**src/rtl/i2c_sequencer.sv**
```systemverilog
// i2c_sequencer: runs one START/address/data/STOP transaction on the I2C master.
// Ports: host descriptor (go/addr/rw/len), TX/RX FIFO access, master command side.
package i2c_pkg;
   typedef enum logic [2:0] {
      START_CMD   = 3'b000,
      WR_CMD      = 3'b001,
      RD_CMD      = 3'b010,
      STOP_CMD    = 3'b011,
      RESTART_CMD = 3'b100,
      NO_OP_CMD   = 3'b111
   } i2c_cmd_t;
endpackage

module i2c_sequencer
   import i2c_pkg::*;
#(
   parameter int FIFO_DEPTH = 16
) (
   input  logic       clk,
   input  logic       arst_n,
   input  logic       go,
   input  logic [6:0] addr,
   input  logic       rw,
   input  logic [7:0] len,
   output logic       busy,
   output logic       done,
   output logic       nack_err,
   input  logic       tx_wr,
   input  logic [7:0] tx_wdata,
   output logic       tx_full,
   input  logic       rx_rd,
   output logic [7:0] rx_rdata,
   output logic       rx_empty,
   output i2c_cmd_t   m_cmd,
   output logic [7:0] m_din,
   output logic [6:0] m_slave_addr,
   output logic       m_en_i2c,
   output logic       m_en_wr,
   output logic       m_en_ack,
   output logic       m_tx_empty,
   output logic       m_rx_full,
   input  logic       m_ready,
   input  logic       m_done_tick,
   input  logic       m_ack,
   input  logic [7:0] m_dout
);
   localparam int AW = $clog2(FIFO_DEPTH);
   localparam logic [AW:0] FULL = FIFO_DEPTH[AW:0];

   typedef enum logic [2:0] {
      IDLE, START, ADDR, WDATA, RDATA, STOP_LO, STOP_HI
   } state_t;

   state_t     state_q, state_d;
   logic [6:0] addr_q, addr_d;
   logic       dir_q, dir_d;
   logic [8:0] rem_q, rem_d;
   logic       nack_q, nack_d;

   logic [7:0]    tx_mem [FIFO_DEPTH];
   logic [AW-1:0] tx_wp_q, tx_rp_q;
   logic [AW:0]   tx_cnt_q;
   logic [7:0]    rx_mem [FIFO_DEPTH];
   logic [AW-1:0] rx_wp_q, rx_rp_q;
   logic [AW:0]   rx_cnt_q;

   logic tx_emp, rx_full_w;
   logic tx_push, tx_pop, rx_push, rx_pop;
   logic tx_pop_req, rx_push_req;

   assign tx_emp    = (tx_cnt_q == '0);
   assign tx_full   = (tx_cnt_q == FULL);
   assign rx_empty  = (rx_cnt_q == '0);
   assign rx_full_w = (rx_cnt_q == FULL);
   assign rx_rdata  = rx_mem[rx_rp_q];

   assign tx_push = tx_wr & ~tx_full;
   assign tx_pop  = tx_pop_req & ~tx_emp;
   assign rx_push = rx_push_req & ~rx_full_w;
   assign rx_pop  = rx_rd & ~rx_empty;

   assign busy         = (state_q != IDLE);
   assign nack_err     = nack_q;
   assign m_slave_addr = addr_q;
   assign m_en_i2c     = busy;
   assign m_en_wr      = busy & ~dir_q;
   assign m_rx_full    = rx_full_w;

   always_comb begin
      state_d     = state_q;
      addr_d      = addr_q;
      dir_d       = dir_q;
      rem_d       = rem_q;
      nack_d      = nack_q;
      tx_pop_req  = 1'b0;
      rx_push_req = 1'b0;
      done        = 1'b0;
      m_cmd       = NO_OP_CMD;
      m_din       = 8'hFF;
      m_tx_empty  = 1'b0;
      m_en_ack    = 1'b0;
      unique case (state_q)
         IDLE: begin
            if (go) begin
               addr_d  = addr;
               // len==0 is an address-only probe, always sent as a write
               dir_d   = rw & (len != 8'd0);
               rem_d   = {1'b0, len};
               nack_d  = 1'b0;
               state_d = START;
            end
         end
         START: begin
            m_cmd = START_CMD;
            if (!m_ready) state_d = ADDR;
         end
         ADDR: begin
            m_cmd = dir_q ? RD_CMD : WR_CMD;
            if (m_done_tick) begin
               if (m_ack) begin
                  nack_d  = 1'b1;
                  state_d = STOP_LO;
               end else if (rem_q == 9'd0) begin
                  state_d = STOP_LO;
               end else begin
                  state_d = dir_q ? RDATA : WDATA;
               end
            end
         end
         WDATA: begin
            m_cmd      = WR_CMD;
            m_din      = tx_mem[tx_rp_q];
            // master stretches SCL until a byte is available
            m_tx_empty = tx_emp;
            if (m_done_tick) begin
               tx_pop_req = 1'b1;
               rem_d      = rem_q - 9'd1;
               if (m_ack) begin
                  nack_d  = 1'b1;
                  state_d = STOP_LO;
               end else if (rem_q == 9'd1) begin
                  state_d = STOP_LO;
               end
            end
         end
         RDATA: begin
            // withholding RD_CMD parks the master in hold while RX is full
            m_cmd    = rx_full_w ? NO_OP_CMD : RD_CMD;
            m_en_ack = (rem_q != 9'd1);
            if (m_done_tick) begin
               rx_push_req = 1'b1;
               rem_d       = rem_q - 9'd1;
               if (rem_q == 9'd1) state_d = STOP_LO;
            end
         end
         STOP_LO: begin
            m_cmd = STOP_CMD;
            if (!m_ready) state_d = STOP_HI;
         end
         STOP_HI: begin
            if (m_ready) begin
               done    = 1'b1;
               state_d = IDLE;
            end
         end
         default: state_d = IDLE;
      endcase
   end

   always_ff @(posedge clk or negedge arst_n) begin
      if (!arst_n) begin
         state_q <= IDLE;
         addr_q  <= '0;
         dir_q   <= 1'b0;
         rem_q   <= '0;
         nack_q  <= 1'b0;
      end else begin
         state_q <= state_d;
         addr_q  <= addr_d;
         dir_q   <= dir_d;
         rem_q   <= rem_d;
         nack_q  <= nack_d;
      end
   end

   always_ff @(posedge clk or negedge arst_n) begin
      if (!arst_n) begin
         tx_wp_q  <= '0;
         tx_rp_q  <= '0;
         tx_cnt_q <= '0;
         rx_wp_q  <= '0;
         rx_rp_q  <= '0;
         rx_cnt_q <= '0;
      end else begin
         if (tx_push) tx_wp_q <= tx_wp_q + 1'b1;
         if (tx_pop)  tx_rp_q <= tx_rp_q + 1'b1;
         if (rx_push) rx_wp_q <= rx_wp_q + 1'b1;
         if (rx_pop)  rx_rp_q <= rx_rp_q + 1'b1;
         tx_cnt_q <= tx_cnt_q + (AW+1)'(tx_push) - (AW+1)'(tx_pop);
         rx_cnt_q <= rx_cnt_q + (AW+1)'(rx_push) - (AW+1)'(rx_pop);
      end
   end

   always_ff @(posedge clk) begin
      if (tx_push) tx_mem[tx_wp_q] <= tx_wdata;
      if (rx_push) rx_mem[rx_wp_q] <= m_dout;
   end
endmodule

```
**config.mk**
```make
export PLATFORM = sky130hd
export DESIGN_NAME = i2c_sequencer
export DESIGN_NICKNAME = d
export VERILOG_FILES = /design/src/rtl/i2c_sequencer.sv
export SDC_FILE = /design/constraint.sdc
export NUM_CORES = 1
export LEC_CHECK = 0
export BUFFER_PORTS_ARGS = -buffer_cell sky130_fd_sc_hd__buf_2
export CAP_MARGIN = 20
export CORE_AREA = 2 2 166 200
export DETAILED_ROUTE_END_ITERATION = 12
export DIE_AREA = 0 0 168 202
export SLEW_MARGIN = 20
export SYNTH_ARGS = -nofsm -noshare
export SYNTH_HDL_FRONTEND = slang
export SYNTH_SLANG_ARGS = --single-unit
```
**constraint.sdc**
```tcl
create_clock -name clk -period 3.75 [get_ports clk]
set_input_delay 0.5625 -clock clk [delete_from_list [all_inputs] [get_ports clk]]
set_output_delay 0.5625 -clock clk [all_outputs]
set_load 0.01 [all_outputs]
```
==> results of run 1 <==
[state kept, by name, summed over array words and instances (netlist names), 5 cells and up]
| signal | flops |
|---|---|
| m_slave_addr | 7 |
| rem_q | 9 |
| rx_cnt_q | 5 |
| rx_mem | 128 |
| tx_cnt_q | 5 |
| tx_mem | 128 |
[final cells by class]
type,instances,area [um2]
repair buffers,87,478.0
clock buffers,39,784.5
multi-input cells,359,3501
clock inverters,16,83.83
fillers,2781,17640
well taps,407,509.2
flip-flops and latches,303,8867
inverters,32,120.1
[routing by layer]
layer  vias to the layer above  share of wire, %  track usage [%]  wire, um
met5                         -                 0                0         0
met4                         0               1.8            3.509       425
met3                        30               3.6            2.154       850
met2                       117                53            26.30     12510
met1                      3207                42            17.56      9844
li1                       3026                 -                -         -
[path summary, 6_finish.rpt]
check	cells past startpoint	slack, ns	start	end
worst min register to register	1	0.50	m_slave_addr[3]$_DFFE_PN0P_	m_slave_addr[3]$_DFFE_PN0P_
worst max register to register	11	0.80	state_q[1]$_DFFE_PN0P_	rx_cnt_q[4]$_DFF_PN0_
max in group asynchronous	2	2.95	arst_n	tx_wp_q[3]$_DFFE_PN0P_
worst min-delay path	1	0.09	arst_n	m_slave_addr[0]$_DFFE_PN0P_
worst max-delay path	5	0.42	state_q[1]$_DFFE_PN0P_	m_din[0]
min in group clk	2	0.24	addr[6]	m_slave_addr[6]$_DFFE_PN0P_
[cells in the final DEF (no fill, tap or decap), drive strengths merged, types with 8 or more instances in the layout]
| master | instances |
|---|---|
| xnor2 | 13 |
| o21ai | 17 |
| xor2 | 8 |
| o22ai | 9 |
| and2 | 28 |
| clkbuf | 39 |
| mux4 | 56 |
| a211oi | 8 |
| nor2b | 11 |
| buf | 87 |
| ha | 25 |
| dfrtp | 47 |
| mux2 | 9 |
| nor2 | 20 |
| edfxtp | 256 |
| mux2i | 21 |
| inv | 32 |
| a21oi | 10 |
| a22oi | 26 |
| nor3 | 9 |
| clkinv | 16 |
| nand2 | 25 |
[stage by stage]
stage	setup slack (ns)	hold slack (ns)
finish	0.4160	0.09418
global route	0.2129	0.1549
CTS	0.4323	0.1264
detailed placement	0.8260	0.4884
global placement	0.9068	0.4827
floorplan	1.014	0.2669
[cells in the mapped netlist, drive strengths merged, types with 2 or more instances]
master and number:
nor2 20, o22ai 9, a21oi 10, xnor2 13, and2 28, nor3b 6
nand4bb 2, o211ai 2, inv 32, a22oi 26, a22o 2, and3 5
a21o 3, a31oi 3, o2bb2ai 2, nand3 6, buf 13, nand2 25
nor4 6, or3 2, nor2b 11, nor3 9, clkbuf 25, a211oi 8
dfrtp 47, o21ai 17, nand4b 3, mux4 56, nand4 4, ha 25
fa 2, or4b 3, mux2i 21, or4 2, xor2 8, mux2 9
edfxtp 256
[power groups by stage]
stage               logic (mW)  registers (mW)  clock network, mW
finish                    2.93            4.56               2.68
global route              3.27            4.65               2.89
CTS                       2.99            4.57               2.74
detailed placement        2.98            4.63                  0
global placement          2.97            4.62                  0
floorplan                 2.36            4.36                  0
[cells by family after synthesis]
group / count (synthesis) / share of synthesized area, %
xor+xnor: 21 / 1.456
compound gates: 85 / 4.468
mux: 86 / 12.45
fa+ha+maj: 27 / 2.793
flops: 303 / 70.17
simple gates: 140 / 6.350
buf+inv: 70 / 2.308
==> flow_metrics.py, run 1 <==
metrics = {
    "synth": {
        "synthCells": 732,
        "synth_flop_cell": "edfxtp_1",
        "synthArstFlopShare_pct": 15.51,
        "synth_nets": 799,
        "synth-seq-cells": 303,
        "synth_warnings": 0,
        "synth_edf_count": 256,
        "avgSynthCellArea_um2": 17.26,
        "synth_top_area_share_pct": 60.86,
        "syn_area_um2": 12630,
        "synthTopCellsByArea": "edfxtp_1, mux4_2, dfrtp_1",
        "synth_area_leader_cell": "edfxtp_1",
        "synth_cell_type_count": 55,
        "synth-seq-area-share_pct": 70.17,
    },
    "cts": {
        "clockRootBuffer": "clkbuf_16",
        "clockBufferDepth": 3,
        "cts_tree": "built",
        "clk_pin_slew_ns": 0.06,
        "cts_hold_buf": 0,
        "insertion_delay_ns": 0.55,
        "cts-buffers-inserted": 30,
        "htreeDepth": 1,
        "cts_setup_buffers": 0,
        "cts_resized": 0,
        "cts.sinks": 303,
    },
    "timing": {
        "fin_crit_sh_pct": 88.91,
        "hold_viol": 0,
        "grt_setup_unrepaired": "false",
        "setup_viol": 0,
        "period_needed_ns": 3.334,
        "fin_skew_ns": 0.01226,
        "max_freq_mhz": 299.9,
        "worst_pin_slew_ns": 0.8323,
        "report.final.slew_viol_count": 0,
        "finalSetupTns_ns": 0,
        "maxSlewHeadroom_pct": 44.31,
    },
    "worst_setup_path": {
        "critical_path_buf_inv_count": 1,
        "crit_family": "simple AND/OR/NAND/NOR gates",
        "startpoint_type": "flip-flop",
        "cp_cell_sequence": "nor2b_1 > nand2_1 > a211oi_1 > nand2_1 > buf_2",
        "path_class": "flip-flop to output port",
        "crit_fanout": 18,
        "critPathSlowestCell": "dfrtp_1",
        "cpMostUsedCell": "nand2_1",
        "crit_path_end_kind": "output port",
        "worst_ep_required_time_ns": 3.19,
        "cp.arrival_ns": 2.77,
        "max_stage_delay_ns": 0.66,
    },
    "power_and_ir_drop": {
        "sw_frac_of_total_pct": 31.16,
        "ir_drop_uv": 406.0,
        "p_per_area_nw_per_um2": 708.5,
        "power_frac_seq_pct": 44.9,
        "leakage_nw": 5.015,
        "total_power_mw": 10.16,
        "switchingPower_mw": 3.167,
        "internal_power_mw": 6.996,
        "combPwrFrac_pct": 28.8,
        "clkPwrFrac_pct": 26.3,
    },
    "placed_design": {
        "place_area_um2": 13480,
        "gp_congestion": 0.8100,
        "dpl.cell_count": 1188,
        "portBuffers": 75,
        "dpl.hpwl_um": 16410,
    },
    "detailed_routing": {
        "drtIter0Drc": 435,
        "wire_per_inst_um": 19.01,
        "route.detailed.drc": 0,
        "vias": 6380,
        "drt_first_pass_iters": 5,
        "viasPerCell": 5.133,
        "ant_nets": 0,
        "wl_um": 23630,
    },
    "hold_path": {
        "hp-class": "input pin to async pin",
    },
    "grt": {
        "antenna_found_initial": 0,
        "grt.overflow.total": 0,
        "grt_util_all_layers_pct": 14.27,
        "grt_max_degree": 36,
        "grt_pass1_vias": 6812,
        "grt_pass1_wl_um": 38230,
    },
    "cells_and_area": {
        "area_growth_pct": 13.56,
        "fin_nets": 880,
        "final_core_util_pct": 44.85,
        "final_area_um2": 14340,
        "n_antenna_cell": 0,
        "layout-drive-gt1-share_pct": 23.80,
        "final_cells": 1243,
    },
    "floorplan": {
        "start_util_pct": 39.50,
        "ios": 76,
        "die_y_um": 202,
        "die_w_um": 168,
        "dieArea_um2": 33940,
        "rows": 72,
        "core_area_um2": 31980,
    },
    "flow_run": {
        "maxCapViolCount": 0,
    },
    "run_status": {
        "status": "complete, no violations",
    },
}
Power figures use the tool's default switching activity.
==> run 2, diff against run 1 <==
- MAX_ROUTING_LAYER: not set -> met4
==> run 2 against run 1 <==
Compared with the run above:
- critical path type unchanged
- register-to-register slack about the same
- sequential share of layout area unchanged
- critical endpoint unchanged
- largest cell class unchanged
- sequential power barely moved
- largest power group unchanged
- highest routed layer unchanged
==> flow_metrics.py, run 2 (synthesis results as in run 1) <==
metrics = {
    "floorplan": {
        "start_util_pct": 39.50,
        "die_y_um": 202,
        "core_area_um2": 31980,
        "rows": 72,
        "die_w_um": 168,
        "dieArea_um2": 33940,
        "ios": 76,
    },
    "cts": {
        "clk_pin_slew_ns": 0.06,
        "cts-buffers-inserted": 30,
        "cts_setup_buffers": 0,
        "cts_resized": 0,
        "htreeDepth": 1,
        "insertion_delay_ns": 0.55,
        "clockBufferDepth": 3,
        "cts.sinks": 303,
        "cts_hold_buf": 0,
        "cts_tree": "built",
        "clockRootBuffer": "clkbuf_16",
    },
    "detailed_routing": {
        "met3_length_um": 798,
        "vias": 6388,
        "ant_nets": 0,
        "wl_um": 23570,
        "drt_first_pass_iters": 6,
        "route.detailed.drc": 0,
        "viasPerCell": 5.139,
        "top_layer_used": "met4",
        "wl_met1_um": 9864,
        "drtIter0Drc": 466,
        "wire_per_inst_um": 18.96,
        "wl_met2_um": 12480,
    },
    "timing": {
        "setup_viol": 0,
        "hold_viol": 0,
        "report.final.slew_viol_count": 0,
        "fin_crit_sh_pct": 87.89,
        "grt_setup_unrepaired": "false",
        "max_freq_mhz": 303.4,
        "fin_skew_ns": 0.01250,
        "period_needed_ns": 3.296,
        "worst_pin_slew_ns": 0.8238,
        "maxSlewHeadroom_pct": 44.88,
        "finalSetupTns_ns": 0,
    },
    "power_and_ir_drop": {
        "p_per_area_nw_per_um2": 708.2,
        "ir_drop_uv": 406.2,
        "leakage_nw": 5.015,
    },
    "cells_and_area": {
        "fin_nets": 880,
        "final_cells": 1243,
        "n_antenna_cell": 0,
        "top_regs": "rx_mem x128, tx_mem x128, rem_q x9",
        "final_common_cell": "edfxtp_1",
        "final_cell_mix": "edfxtp_1, buf_2, mux4_2, dfrtp_1, inv_1",
        "area_growth_pct": 13.56,
        "layout-drive-gt1-share_pct": 23.80,
    },
    "placed_design": {
        "portBuffers": 75,
        "dpl.hpwl_um": 16410,
        "dpl.cell_count": 1188,
        "gp_congestion": 0.8219,
    },
    "grt": {
        "grt_util_all_layers_pct": 14.71,
        "grt_max_degree": 36,
        "grt_pass1_wl_um": 38250,
        "antenna_found_initial": 0,
        "grt_pass1_vias": 6789,
        "grt.overflow.total": 0,
    },
    "worst_setup_path": {
        "worst_ep_required_time_ns": 3.19,
        "path_class": "flip-flop to output port",
        "startpoint_type": "flip-flop",
        "crit_fanout": 18,
        "crit_path_end_kind": "output port",
        "cp.arrival_ns": 2.73,
    },
    "hold_path": {
        "hp-class": "input pin to async pin",
    },
    "run_status": {
        "status": "complete, no violations",
    },
    "flow_run": {
        "maxCapViolCount": 0,
    },
}
==> run 2: path summary, 6_finish.rpt <==
check                           slack [ns]                     endpoint  cells past startpoint                        start
min in group clk                      0.24  m_slave_addr[6]$_DFFE_PN0P_                      2                      addr[6]
worst min-delay path                  0.09  m_slave_addr[0]$_DFFE_PN0P_                      1                       arst_n
worst max register to register        0.80        rx_cnt_q[4]$_DFF_PN0_                     11       state_q[1]$_DFFE_PN0P_
worst max-delay path                  0.45                     m_din[0]                      5       state_q[1]$_DFFE_PN0P_
worst min register to register        0.50  m_slave_addr[3]$_DFFE_PN0P_                      1  m_slave_addr[3]$_DFFE_PN0P_
max in group asynchronous             2.95       tx_wp_q[2]$_DFFE_PN0P_                      2                       arst_n
==> run 2: worst max-delay path, cell delays in order (launching register included) <==
cell and delay [ns]:
dfrtp_1 0.65, nor2b_1 0.47, nand2_1 0.41, a211oi_1 0.34, nand2_1 0.14, buf_2 0.16
==> run 2: area by class of cell <==
| cell class | count | area (um2) |
|---|---|---|
| inverters | 32 | 120.1 |
| fillers | 2781 | 17640 |
| flip-flops and latches | 303 | 8867 |
| multi-input cells | 359 | 3501 |
| repair buffers | 87 | 478.0 |
| clock buffers | 39 | 784.5 |
| clock inverters | 16 | 83.83 |
| well taps | 407 | 509.2 |
==> run 2: where the power goes <==
part	internal (mW)	switching, mW
registers	4.08	0.473
logic	1.44	1.48
clock network	1.47	1.21
==> run 2: stage by stage <==
| stage | util, % | cell area [um2] | setup WS [ns] | hold WS, ns | total power, mW |
|---|---|---|---|---|---|
| floorplan | - | 12630 | 1.014 | 0.2669 | 6.721 |
| global placement | 42.14 | 13480 | 0.9068 | 0.4827 | 7.587 |
| detailed placement | 42.14 | 13480 | 0.8260 | 0.4884 | 7.612 |
| CTS | 44.85 | 14340 | 0.4323 | 0.1264 | 10.30 |
| global route | 44.85 | 14340 | 0.2130 | 0.1549 | 10.80 |
| finish | 44.85 | 14340 | 0.4542 | 0.09487 | 10.16 |
==> run 2: routing by layer <==
metal / global-route usage, % / vias up
met4: 3.509 / 0
met5: - / -
met2: 26.20 / 106
li1: - / 3027
met1: 17.71 / 3225
met3: 2.115 / 30
==> run 3, diff against run 2 <==
==> constraint.sdc (replaced) <==
create_clock -name clk -period 3.2 [get_ports clk]
set_input_delay 0.48 -clock clk [delete_from_list [all_inputs] [get_ports clk]]
set_output_delay 0.48 -clock clk [all_outputs]
set_load 0.1 [all_outputs]
==> run 3 against run 2 <==
Compared with the run above:
- global-route usage increased by 0.60 points
- sequential share of layout area decreased by 1.5 points
- die area unchanged
- register-to-register slack got worse by 0.27 ns
- critical path depth unchanged
- clock skew decreased by 0.0045 ns
- sequential power increased by 14%
- via count increased by 2.3%
- design area increased by 2.4%
- core utilization increased by 1.1 points
- hold slack got worse by 0.015 ns
==> flow_metrics.py, run 3 (synthesis results as in run 1) <==
metrics = {
    "power_and_ir_drop": {
        "sw_frac_of_total_pct": 38.03,
        "power_frac_seq_pct": 36.5,
        "clkPwrFrac_pct": 25.2,
        "combPwrFrac_pct": 38.3,
        "switchingPower_mw": 5.392,
        "leakage_nw": 5.205,
        "ir_drop_uv": 713.8,
        "total_power_mw": 14.18,
        "internal_power_mw": 8.785,
        "p_per_area_nw_per_um2": 964.9,
    },
    "worst_setup_path": {
        "critPathSlowestCell": "or3b_2",
        "path_class": "flip-flop to output port",
        "startpoint_type": "flip-flop",
        "crit_family": "simple AND/OR/NAND/NOR gates",
        "critical_path_buf_inv_count": 1,
        "cp.arrival_ns": 2.59,
        "worst_ep_required_time_ns": 2.72,
        "cp_cell_sequence": "or3b_2 > o22ai_1 > a211oi_1 > nand2_1 > buf_2",
        "max_stage_delay_ns": 0.60,
        "crit_path_end_kind": "output port",
        "crit_fanout": 12,
    },
    "detailed_routing": {
        "ant_nets": 0,
        "route.detailed.drc": 0,
        "drt_first_pass_iters": 4,
        "drtIter0Drc": 452,
        "wl_um": 24620,
        "viasPerCell": 5.176,
        "vias": 6532,
        "wire_per_inst_um": 19.50,
    },
    "floorplan": {
        "core_area_um2": 31980,
        "die_w_um": 168,
        "dieArea_um2": 33940,
        "rows": 72,
        "ios": 76,
        "die_y_um": 202,
        "start_util_pct": 39.50,
    },
    "timing": {
        "setup_viol": 0,
        "fin_crit_sh_pct": 95.88,
        "period_needed_ns": 3.068,
        "grt_setup_unrepaired": "false",
        "worst_pin_slew_ns": 0.9285,
        "report.final.slew_viol_count": 0,
        "hold_viol": 0,
        "finalWorstSetupSlack_ns": 0.1319,
        "finalSetupTns_ns": 0,
        "maxSlewHeadroom_pct": 38.10,
        "fin_skew_ns": 0.008007,
        "max_freq_mhz": 325.9,
    },
    "grt": {
        "grt_max_degree": 40,
        "grt_pass1_wl_um": 39050,
        "grt_util_all_layers_pct": 15.32,
        "grt.overflow.total": 0,
        "antenna_found_initial": 0,
        "grt_pass1_vias": 6899,
    },
    "cts": {
        "clockRootBuffer": "clkbuf_16",
        "cts.sinks": 303,
        "clk_pin_slew_ns": 0.06,
        "clockBufferDepth": 3,
        "cts-buffers-inserted": 30,
        "insertion_delay_ns": 0.54,
        "htreeDepth": 1,
        "cts_tree": "built",
    },
    "hold_path": {
        "hp-class": "input pin to async pin",
    },
    "cells_and_area": {
        "top_regs": "rx_mem x128, tx_mem x128, rem_q x9",
        "fin_nets": 901,
        "n_antenna_cell": 0,
        "final_cell_mix": "edfxtp_1, buf_2, mux4_2, dfrtp_1, buf_4",
        "area_growth_pct": 16.33,
        "layout-drive-gt1-share_pct": 26.67,
        "final_common_cell": "edfxtp_1",
    },
    "placed_design": {
        "dpl.hpwl_um": 16700,
        "gp_congestion": 0.7928,
        "portBuffers": 75,
        "dp_slack_ns": 0.4660,
    },
    "flow_run": {
        "maxCapViolCount": 0,
    },
    "run_status": {
        "status": "complete, no violations",
    },
}
[run 3: worst register-to-register path: stages (launching register included)]
cell and delay (ns):
dfrtp_1 0.38, inv_1 0.08, ha_1 0.16, or4b_1 0.46
nor2b_1 0.21, ha_1 0.29, inv_1 0.04, ha_1 0.20
fa_2 0.36, a21oi_1 0.13, nor2_1 0.05, nor2_1 0.13
xnor2_1 0.12
[run 3: path summary, 6_finish.rpt]
check                                                 start                           to  slack, ns  cells after the start
min in group clk                                         go         nack_err$_DFFE_PN0P_       0.16                      2
max in group asynchronous                            arst_n       tx_rp_q[0]$_DFFE_PN0P_       2.44                      1
worst min-delay path                                 arst_n         rem_q[3]$_DFFE_PN0P_       0.08                      1
worst max register to register        tx_cnt_q[2]$_DFF_PN0_        tx_cnt_q[4]$_DFF_PN0_       0.53                     12
worst min register to register  m_slave_addr[6]$_DFFE_PN0P_  m_slave_addr[6]$_DFFE_PN0P_       0.50                      1
worst max-delay path                 tx_rp_q[0]$_DFFE_PN0P_                     m_din[3]       0.13                      5
[run 3: through the flow]
| step | hold slack [ns] | instance area (um2) | std cells | utilization, % |
|---|---|---|---|---|
| 2_1_floorplan | 0.1844 | 12680 | 732 | - |
| 3_3_place_gp | 0.4847 | 13610 | 1202 | 42.56 |
| 3_5_place_dp | 0.4887 | 13610 | 1202 | 42.56 |
| 4_1_cts | 0.09656 | 14640 | 1255 | 45.77 |
| 5_1_grt | 0.1355 | 14690 | 1262 | 45.95 |
| 6_report | 0.07988 | 14690 | 1262 | 45.95 |
[run 3: final cells by class]
cell class / count / area [um2]
multi-input combinational: 359 / 3522
sequential: 303 / 8870
clock inverter: 17 / 210.2
tap: 407 / 509.2
clock buffer: 36 / 794.5
fill: 2753 / 17290
timing repair buffer: 108 / 665.6
inverter: 32 / 122.6
[run 3: what timing repair did]
| item | CTS | global route |
|---|---|---|
| cloned | 0 | 0 |
| hold buffers | 0 | 0 |
| buffers inserted | 0 | 7 |
| setup endpoints to repair | 6 | 3 |
| gates resized for setup | 7 | 2 |
[run 3: power groups by stage]
stage                     Combinational (mW)  Sequential (mW)  Clock, mW
after global routing                    5.88             5.24       3.81
after CTS                               5.42             5.20       3.66
after detailed placement                5.39             5.27          0
after global placement                  5.36             5.26          0
after floorplan                         4.07             5.48          0
final                                   5.42             5.18       3.58
[run 3: per-layer routing]
| layer | vias up | share of wire (%) | track usage (%) |
|---|---|---|---|
| met1 | 3309 | 43 | 18.50 |
| met3 | 34 | 3.5 | 2.115 |
| met2 | 121 | 52 | 27.33 |
| li1 | 3068 | - | - |
| met4 | 0 | 1.7 | 3.509 |
| met5 | - | 0 | - |
